### config.mk
export PLATFORM = sky130hd
export DESIGN_NAME = sat_counter
export DESIGN_NICKNAME = d
export VERILOG_FILES = /design/src/rtl/sat_counter.sv
export SDC_FILE = /design/constraint.sdc
export NUM_CORES = 1
export LEC_CHECK = 0
export BUFFER_PORTS_ARGS = -buffer_cell sky130_fd_sc_hd__buf_2
export CORE_ASPECT_RATIO = 1.25
export CORE_UTILIZATION = 35
export DETAILED_ROUTE_END_ITERATION = 7
export PLACE_DENSITY = 0.55
export RECOVER_POWER = 25
export SLEW_MARGIN = 5
export SYNTH_ARGS = -nofsm -noshare
export SYNTH_HDL_FRONTEND = slang
export SYNTH_SLANG_ARGS = --single-unit
### constraint.sdc
create_clock -name clk -period 5 [get_ports clk]
set_input_delay 0.5 -clock clk [delete_from_list [all_inputs] [get_ports clk]]
set_output_delay 0.5 -clock clk [all_outputs]
set_load 0.1 [all_outputs]
### src/rtl/sat_counter.sv
// Saturating up-counter with async reset, sync clear and increment enable.
module sat_counter #(
    parameter int unsigned W = 32
) (
    input  logic         clk,
    input  logic         reset,
    input  logic         clear,
    input  logic         inc,
    output logic [W-1:0] count
);

    logic [W-1:0] count_q;
    logic [W-1:0] count_d;

    // Holds at all-ones instead of wrapping
    always_comb begin
        count_d = count_q;
        if (clear) begin
            count_d = '0;
        end else if (inc && (count_q != '1)) begin
            count_d = count_q + W'(1);
        end
    end

    always_ff @(posedge clk or posedge reset) begin
        if (reset) begin
            count_q <= '0;
        end else begin
            count_q <= count_d;
        end
    end

    assign count = count_q;

endmodule

# After elaboration in Yosys (flattened, before gate mapping)
# Index checks and enable logic that the tools add are counted.
# Widths: inputs -> output; s select.
dict set report word_totals {
  ff_bits 32
  inputBits 4
  output_inout_bits 32
  elab_cells 7
}
dict set report op_classes {
  n_addsub 1
  eq_ne 1
  mux 2
  reduce_logical 2
}
# cell count
set op_table {}
lappend op_table {{$mux 32} 2}
lappend op_table {{$add 32x1->32 const B} 1}
lappend op_table {{$ne 32x32->1 const B} 1}
lappend op_table {{$reduce_bool 2->1} 1}
lappend op_table {{$logic_and 1x1->1} 1}

# Longest topological paths before layout
# Gate-level depths: netlist (run 1).
dict set report depth {
  depth_word 4
  mapped_depth 7
  ltp_nobuf 6
}

# Least setup slack after synthesis (run 1)
# No wires, ideal clock.
dict set report synth_timing {
  path_type {flip-flop to flip-flop}
  startpoint {reg count_q[0], in the netlist count[0]}
  endpoint {reg count_q[20], in the netlist count[20]}
  setup_ns 0.078
  arrival_ns 2.861
  required_time_ns 4.922
  setup_slack_ns 2.061
  path_stages_with_launch 8
  n_path_buf 1
  period_less_slack_ns 2.939
  cell_sequence {dfrtp_1 ha_1 nand2_1 or4_4 or3_4 buf_6 or4_1 a21oi_1}
}
dict set report synth_between {
  elab_chain_len 3
  elab_cells_between_ends 6
  classes_between {add/sub (1); eq/ne (1); mux (2); reduce/logical (2)}
}
# item line_no
set synth_rtl {}
lappend synth_rtl {{from (decl)} 12} ;# logic [W-1:0] count_q;
lappend synth_rtl {{from (signal assigned)} 29} ;# count_q <= count_d;
lappend synth_rtl {{$add 32x1->32 or $ne 32x32->1 (tied branches)} {21, 20}}
lappend synth_rtl {{$mux 32 or $logic_and 1x1->1 (tied branches)} 20} ;# end else if (inc && (count_q != '1)) begin
lappend synth_rtl {{$mux 32 or $reduce_bool 2->1 (tied branches)} -}
# Several ways; a longest one is shown, not always the timed one. The select of a mux whose other input is x is not followed.
# A chain may end at the register's enable or synchronous reset.

# Worst setup path in the final report (run 1)
dict set report layout_timing {
  startpoint {reg count_q[0], in the netlist count[0]}
  endpoint {reg count_q[13], in the netlist count[13]}
}
# The elaborated chain is that of the path after synthesis.

==> results of run 1 <==
[power by group through the flow]
stage               registers, W  logic (W)  clock network, W
floorplan               0.000279  0.0000115                 0
global placement        0.000267  0.0000320                 0
detailed placement      0.000267  0.0000322                 0
CTS                     0.000262  0.0000323          0.000212
global route            0.000262  0.0000341          0.000223
finish                  0.000262  0.0000309          0.000205
[per-stage QoR]
| stage | total power (W) | cells | worst slack [ns] | utilization |
|---|---|---|---|---|
| global placement | 0.000299 | 277 | 2.66 | 0.414 |
| detailed placement | 0.000299 | 277 | 2.51 | 0.414 |
| finish | 0.000498 | 285 | 2.53 | 0.433 |
| global route | 0.000520 | 285 | 2.15 | 0.433 |
| floorplan | 0.000291 | 186 | 2.06 | - |
| CTS | 0.000506 | 285 | 2.49 | 0.433 |
[layer usage]
layer  vias up  GRT usage  share of wire  routed length, µm
li1        803          -              -                  -
met1       772      0.232           0.47               1930
met2        28      0.275           0.48               2000
met3         4     0.0421          0.037                154
met4         0     0.0565         0.0097                 40
met5         -          0              0                  0
[worst max-delay path, cell delays in order (launching register included)]
cell	delay, ns
dfrtp_1	0.39
ha_1	0.22
nand2_1	0.11
or4_4	0.47
o41ai_1	0.80
o21ai_0	0.22
a21oi_1	0.18
[cell usage in the layout (no fill, tap or decap), types with 2 or more instances in the layout]
cell	count
buf_2	35
dfrtp_1	32
a21oi_1	27
o31ai_1	15
or4_1	14
o21ai_0	12
or3_1	12
nand2_1	11
nand3_1	10
inv_1	8
nand4_1	6
nor2_1	6
clkbuf_8	6
and4_1	4
and3_1	3
nor4_1	3
clkbuf_1	3
xnor2_1	2
[logic make-up (layout without fill, tap and decap cells)]
| kind of cell | after synthesis | count (layout) | synth area share |
|---|---|---|---|
| mux | 1 | 1 | 0.00575 |
| buf+inv | 14 | 53 | 0.0352 |
| fa+ha+maj | 1 | 1 | 0.00719 |
| simple gates | 74 | 74 | 0.259 |
| compound gates | 61 | 61 | 0.218 |
| flops | 32 | 32 | 0.460 |
| xor+xnor | 3 | 3 | 0.0151 |
[final cells by class]
type                    instances  area [µm²]  share of cell area
clock buffers                   8        90.1              0.0437
flip-flops and latches         32         801               0.389
well taps                      60        75.1              0.0364
multi-input cells             140         878               0.426
inverters                       8        30.0              0.0146
repair buffers                 37         186              0.0905
[path summary, 6_finish.rpt]
path                            from  cells after the start   endpoint
hold / removal             count[31]                      2  count[31]
min in group asynchronous      reset                      3  count[25]
max in group asynchronous      reset                      3   count[3]
hold reg to reg            count[31]                      2  count[31]
setup / recovery            count[0]                      6  count[13]
setup reg to reg            count[0]                      6  count[13]
==> impl_results.md, run 1 <==
* Number of routed nets with antenna violations at 0
* Sequential fraction of the synthesis area at 0.460
* WP data required at 5.20 ns
* Wire length per cell at ~14 µm
* Mapped Area at between 1500 and 2000 µm²
* Grt total ovfl at 0
* Failing checks: max-capacitance violations, max-slew violations
* Synth Flop Type: dfrtp_1
* Post-CTS Setup Bufs at 0
* Mean Syn Cell Area at 9.36 µm²
* Pin count of the biggest net entering global routing at 33
* Crit. End Element: flip-flop
* Initial antenna violation count at 0
* FMAX at 0.405 GHz
* Largest area contributor in the netlist: dfrtp_1
* Status: finished, violations left
* Top post-synthesis cells by area: dfrtp_1 46%, a21oi_1 7.8%, o31ai_1 6.5%
* Layout Skew at between 0.004 and 0.005 ns
* PD cells at 242 nW/µm²
* YS warnings at 0
* Layout cells sized above 1 at 0.209
* Placed Area at slightly below 2000 µm²
* Max reg flops at 32
* Fillers at ~510
* First-pass GRT wire length at 7070 µm
* Max-cap violations at 1
* Port bufs at 35
* Synth Instances at around 190
* Worst-margin pin slew at 1.76 ns
* Clock sinks at 32
* Clk_lat worst skew at 0.28 ns
* Psw at 0.000120 W
* Via count at 1607
* Final nets at ~230
* Leakage at 0.875 nW
* Max clock buf depth at 2
* Slew margin rel. at -0.176
* N_diodes at 0
* Clock share of power at 0.411
* RSZ-0062 raised after global routing: no
* Logic pwr share at 0.062
* Clk slew on worst S/H paths at approximately 0.070 ns
* WS Path Type: reg2reg
* Core ar. at 4760 µm²
* Worst vdd ir at roughly 0.14 mV
* Hold-fix buffers at CTS at 0
* Die width at ~65 µm
* Setup_tns at 0 ns
* CP max FO at 8
* DP HPWL at about 2800 µm
* Sequential Power Share at 0.527
* Crit start category: flip-flop
* Drt drc at 0
* EDFF count, synth at 0
* Die area at about 5300 µm²
* P_int at roughly 0.00038 W
* Syn_nets at about 190
* Fin. Hold Viols at 0
* Crit path time final at 2.47 ns
* Final instance area at a little over 2000 µm²
* Area growth syn-to-layout at 18.4%
* Worst EP arrival at 2.66 ns
* Period utilization at 0.493
* Most frequent cell after synthesis: dfrtp_1
* IO Count at 36
* Post-CTS sizing at 0
* Sw frac at 0.242
* Htree depth at 2
* CTS root buf: clkbuf_8
* Final WL at about 4100 µm
* Final Setup Violations at 0
* Async S/R FF share, synth at 1.00
* Cell variety after synth at 33
* GRT Util Overall at 0.173
* WHS at 0.572 ns
* Initial DRC Count at 89
* Max-slew violations at 33
* Row cnt at 28
* Final GP Congestion at 0.721
* Initial Util at 0.365
* Cts bufs inserted at 5
* Die outline height at between 80 and 90 µm
* TritonCTS clock tree: built
* Initial DRT Pass Iterations at 4
* #FFs+latches synth at 32
* Synth top cells by count: 32 x dfrtp_1, 27 x a21oi_1, 15 x o31ai_1, 14 x or4_1
* Vias in the first global route at ~1500
* R2R Setup Slk at around 2.5 ns
* Via/cell ratio at about 5.6
* Synth top area share at 0.460
* Hold WC Path Type: reg2reg
No activity file was read; power rests on OpenSTA's default activity.
==> inputs of run 2 (changes only) <==
--- a/config.mk
+++ b/config.mk
@@ -5,11 +5,12 @@
 export SDC_FILE = /design/constraint.sdc
 export NUM_CORES = 1
 export LEC_CHECK = 0
+export ABC_AREA = 1
 export BUFFER_PORTS_ARGS = -buffer_cell sky130_fd_sc_hd__buf_2
 export CORE_ASPECT_RATIO = 1.25
 export CORE_UTILIZATION = 35
 export DETAILED_ROUTE_END_ITERATION = 7
-export PLACE_DENSITY = 0.55
+export PLACE_DENSITY = 0.54
 export RECOVER_POWER = 25
 export SLEW_MARGIN = 5
 export SYNTH_ARGS = -nofsm -noshare
==> constraint.sdc (replaced) <==
create_clock -name clk -period 2.5 [get_ports clk]
set_input_delay 0.25 -clock clk [delete_from_list [all_inputs] [get_ports clk]]
set_output_delay 0.25 -clock clk [all_outputs]
set_load 0.1 [all_outputs]
==> impl_results.md, run 2 <==
* First-pass GRT wire length at 10800 µm (was 7070 µm)
* Most common cell on crit path: nand2_4
* Final Setup Violations at 0 (unchanged)
* Sequential Power Share at 0.516 (was 0.527)
* Synth top area share at 0.352 (was 0.460)
* YS warnings at 0 (unchanged)
* Critical path's top delay family: simple AND/OR/NAND/NOR gates (was compound AO/OA/AOI/OAI gates)
* Worst vdd ir at 0.189 mV (was 0.141 mV)
* Row cnt at 32 (was 28)
* Logic pwr share at 0.076 (was 0.062)
* Fin. Hold Viols at 0 (unchanged)
* CP max stage cell: dfrtp_1 (was o41ai_1)
* Core ar. at 6210 µm² (was 4760 µm²)
* P_int at 0.000758 W (was 0.000378 W)
* Hold-fix buffers at CTS at 0 (unchanged)
* Crit. End Element: flip-flop (unchanged)
* Pin count of the biggest net entering global routing at 33 (unchanged)
* PD cells at 385 nW/µm² (was 242 nW/µm²)
* Hold WC Path Type: in2reg (was reg2reg)
* Synth top cells by count: 143 x nand2_1, 55 x nor2_1, 34 x inv_1, 32 x dfrtp_1, 30 x nand3_1 (was 32 x dfrtp_1, 27 x a21oi_1, 15 x o31ai_1, 14 x or4_1)
* Initial Util at 0.367 (was 0.365)
* Post-CTS sizing at 0 (unchanged)
* Cell variety after synth at 29 (was 33)
* Failing checks: max-capacitance violations, max-slew violations (unchanged)
* N_diodes at 0 (unchanged)
* Via/cell ratio at 4.70 (was 5.64)
* RSZ-0062 raised after global routing: no (unchanged)
* Die width at 74.1 µm (was 65.1 µm)
* Syn_nets at 365 (was 191)
* Largest area contributor in the netlist: dfrtp_1 (unchanged)
* WP data required at 2.72 ns (was 5.20 ns)
* Commonest non-fill, non-tap cell in the layout: nand2_1 (was buf_2)
* Initial DRC Count at 133 (was 89)
* Via count at 2285 (was 1607)
* Slew margin rel. at -0.119 (was -0.176)
* Wire length per cell at 12.9 µm (was 14.5 µm)
* Leakage at 1.33 nW (was 0.875 nW)
* Grt total ovfl at 0 (unchanged)
* Top post-synthesis cells by area: dfrtp_1 35%, nand2_1 24%, nor2_1 9.1% (was dfrtp_1 46%, a21oi_1 7.8%, o31ai_1 6.5%)
* CP bufs+invs at 1 (was 0)
* Max-slew violations at 33 (unchanged)
* Status: finished, violations left (unchanged)
* DP HPWL at 4790 µm (was 2800 µm)
* CTS root buf: clkbuf_8 (unchanged)
* Crit path time final at 2.04 ns (was 2.47 ns)
* Sequential fraction of the synthesis area at 0.352 (was 0.460)
* Sw frac at 0.253 (was 0.242)
* Crit start category: flip-flop (unchanged)
* Max-cap violations at 1 (unchanged)
* Crit-path max cell delay at 0.40 ns (was 0.80 ns)
* Initial antenna violation count at 0 (unchanged)
* Commonest cells after routing, fill and taps aside: 143 x nand2_1, 55 x nor2_1, 35 x buf_2 (was 35 x buf_2, 32 x dfrtp_1, 27 x a21oi_1)
* Psw at 0.000256 W (was 0.000120 W)
* CP max FO at 21 (was 8)
* Final GP Congestion at 0.856 (was 0.721)
* Setup_tns at 0 ns (unchanged)
* WHS at 0.349 ns (was 0.572 ns)
* Most frequent cell after synthesis: nand2_1 (was dfrtp_1)
* Area growth syn-to-layout at 15.8% (was 18.4%)
* Layout Skew at 0.00875 ns (was 0.00471 ns)
* Period utilization at 0.815 (was 0.493)
* Final nets at 405 (was 229)
* Initial DRT Pass Iterations at 4 (unchanged)
* Clk slew on worst S/H paths at 0.07 ns (about the same)
* Async S/R FF share, synth at 1.00 (unchanged)
* Htree depth at 2 (unchanged)
* TritonCTS clock tree: built (unchanged)
* WS Path Type: reg2reg (unchanged)
* Vias in the first global route at 2212 (was 1491)
* Synth Flop Type: dfrtp_1 (unchanged)
* Layout cells sized above 1 at 0.160 (was 0.209)
* IO Count at 36 (unchanged)
* Final WL at 6290 µm (was 4120 µm)
* Mean Syn Cell Area at 6.32 µm² (was 9.36 µm²)
* Max clock buf depth at 2 (unchanged)
* Mapped Area at 2270 µm² (was 1740 µm²)
* CP Cell Sequence: ha_1 > nand2_1 > nor2_2 > nand2_4 > nor2_8 > nand2_4 > nand2_4 > nand2_4 > inv_2 > nand2_1 > nand2_1 (was ha_1 > nand2_1 > or4_4 > o41ai_1 > o21ai_0 > a21oi_1)
* Cts bufs inserted at 5 (unchanged)
* Clock share of power at 0.408 (was 0.411)
* Post-CTS Setup Bufs at 0 (unchanged)
* Die area at 6830 µm² (was 5260 µm²)
* Number of routed nets with antenna violations at 0 (unchanged)
* FMAX at 0.491 GHz (was 0.405 GHz)
* Die outline height at 92.1 µm (was 80.8 µm)
* Clock sinks at 32 (unchanged)
* Clk_lat worst skew at 0.28 ns (about the same)
* Port bufs at 35 (unchanged)
* Synth Instances at 360 (was 186)
* EDFF count, synth at 0 (unchanged)
* Max reg flops at 32 (unchanged)
* Worst-margin pin slew at 1.68 ns (was 1.76 ns)
* Worst EP arrival at 2.26 ns (was 2.66 ns)
* Drt drc at 0 (unchanged)
* GRT Util Overall at 0.208 (was 0.173)
* #FFs+latches synth at 32 (unchanged)
[run 2: layout make-up]
cell class,instances,area (µm²)
well taps,85,106
clock buffers,8,90.1
flip-flops and latches,32,801
inverters,36,135
multi-input cells,284,1290
repair buffers,41,216
fillers,679,3570
[run 2: worst reg2reg max path, cell delays in order (launching register included)]
cell and delay (ns):
dfrtp_1 0.40, ha_1 0.21, nand2_1 0.09, nor2_2 0.15, nand2_4 0.12, nor2_8 0.17, nand2_4 0.07, nand2_4 0.10
nand2_4 0.16, inv_2 0.33, nand2_1 0.09, nand2_1 0.08
[run 2: worst paths after layout]
check | startpoint | end | slack, ns | cells past startpoint
min in group asynchronous | reset | count[1] | 0.54 | 3
worst min-delay path | inc | count[23] | 0.35 | 3
worst min register to register | count[31] | count[31] | 0.56 | 2
worst max register to register | count[1] | count[14] | 0.46 | 11
max in group asynchronous | reset | count[22] | 0.97 | 3
worst max-delay path | count[1] | count[14] | 0.46 | 11
[run 2: through the flow]
step	total power, W	cells	utilization	worst slack (ns)	instance area, µm²
floorplan	0.000594	360	-	0.0291	2270
global placement	0.000613	478	0.411	0.506	2550
detailed placement	0.000613	478	0.411	0.451	2550
CTS	0.00104	486	0.425	0.433	2640
global route	0.00106	486	0.425	0.245	2640
finish	0.00101	486	0.425	0.462	2640
[run 2: power groups by stage]
stage          Combinational, W  Clock (W)  Sequential [W]
2_1_floorplan         0.0000412          0        0.000553
3_3_place_gp          0.0000799          0        0.000533
3_5_place_dp          0.0000798          0        0.000533
4_1_cts               0.0000803   0.000438        0.000523
5_1_grt               0.0000865   0.000453        0.000523
6_report              0.0000772   0.000414        0.000523
[run 2: routing by layer]
layer  vias to the layer above  routed length [µm]  part of all wire  GRT usage
met2                        29                3120              0.50      0.349
met1                      1044                2940              0.47      0.272
met3                         6                 150             0.024     0.0275
li1                       1206                   -                 -          -
met4                         0                  78             0.012     0.0625
met5                         -                   0                 0          0
[run 2: logic make-up after synthesis]
| logic type | Yosys count | synth area share |
|---|---|---|
| flops | 32 | 0.352 |
| compound gates | 22 | 0.0556 |
| buf+inv | 44 | 0.0825 |
| xor+xnor | 4 | 0.0154 |
| fa+ha+maj | 1 | 0.00550 |
| simple gates | 257 | 0.489 |
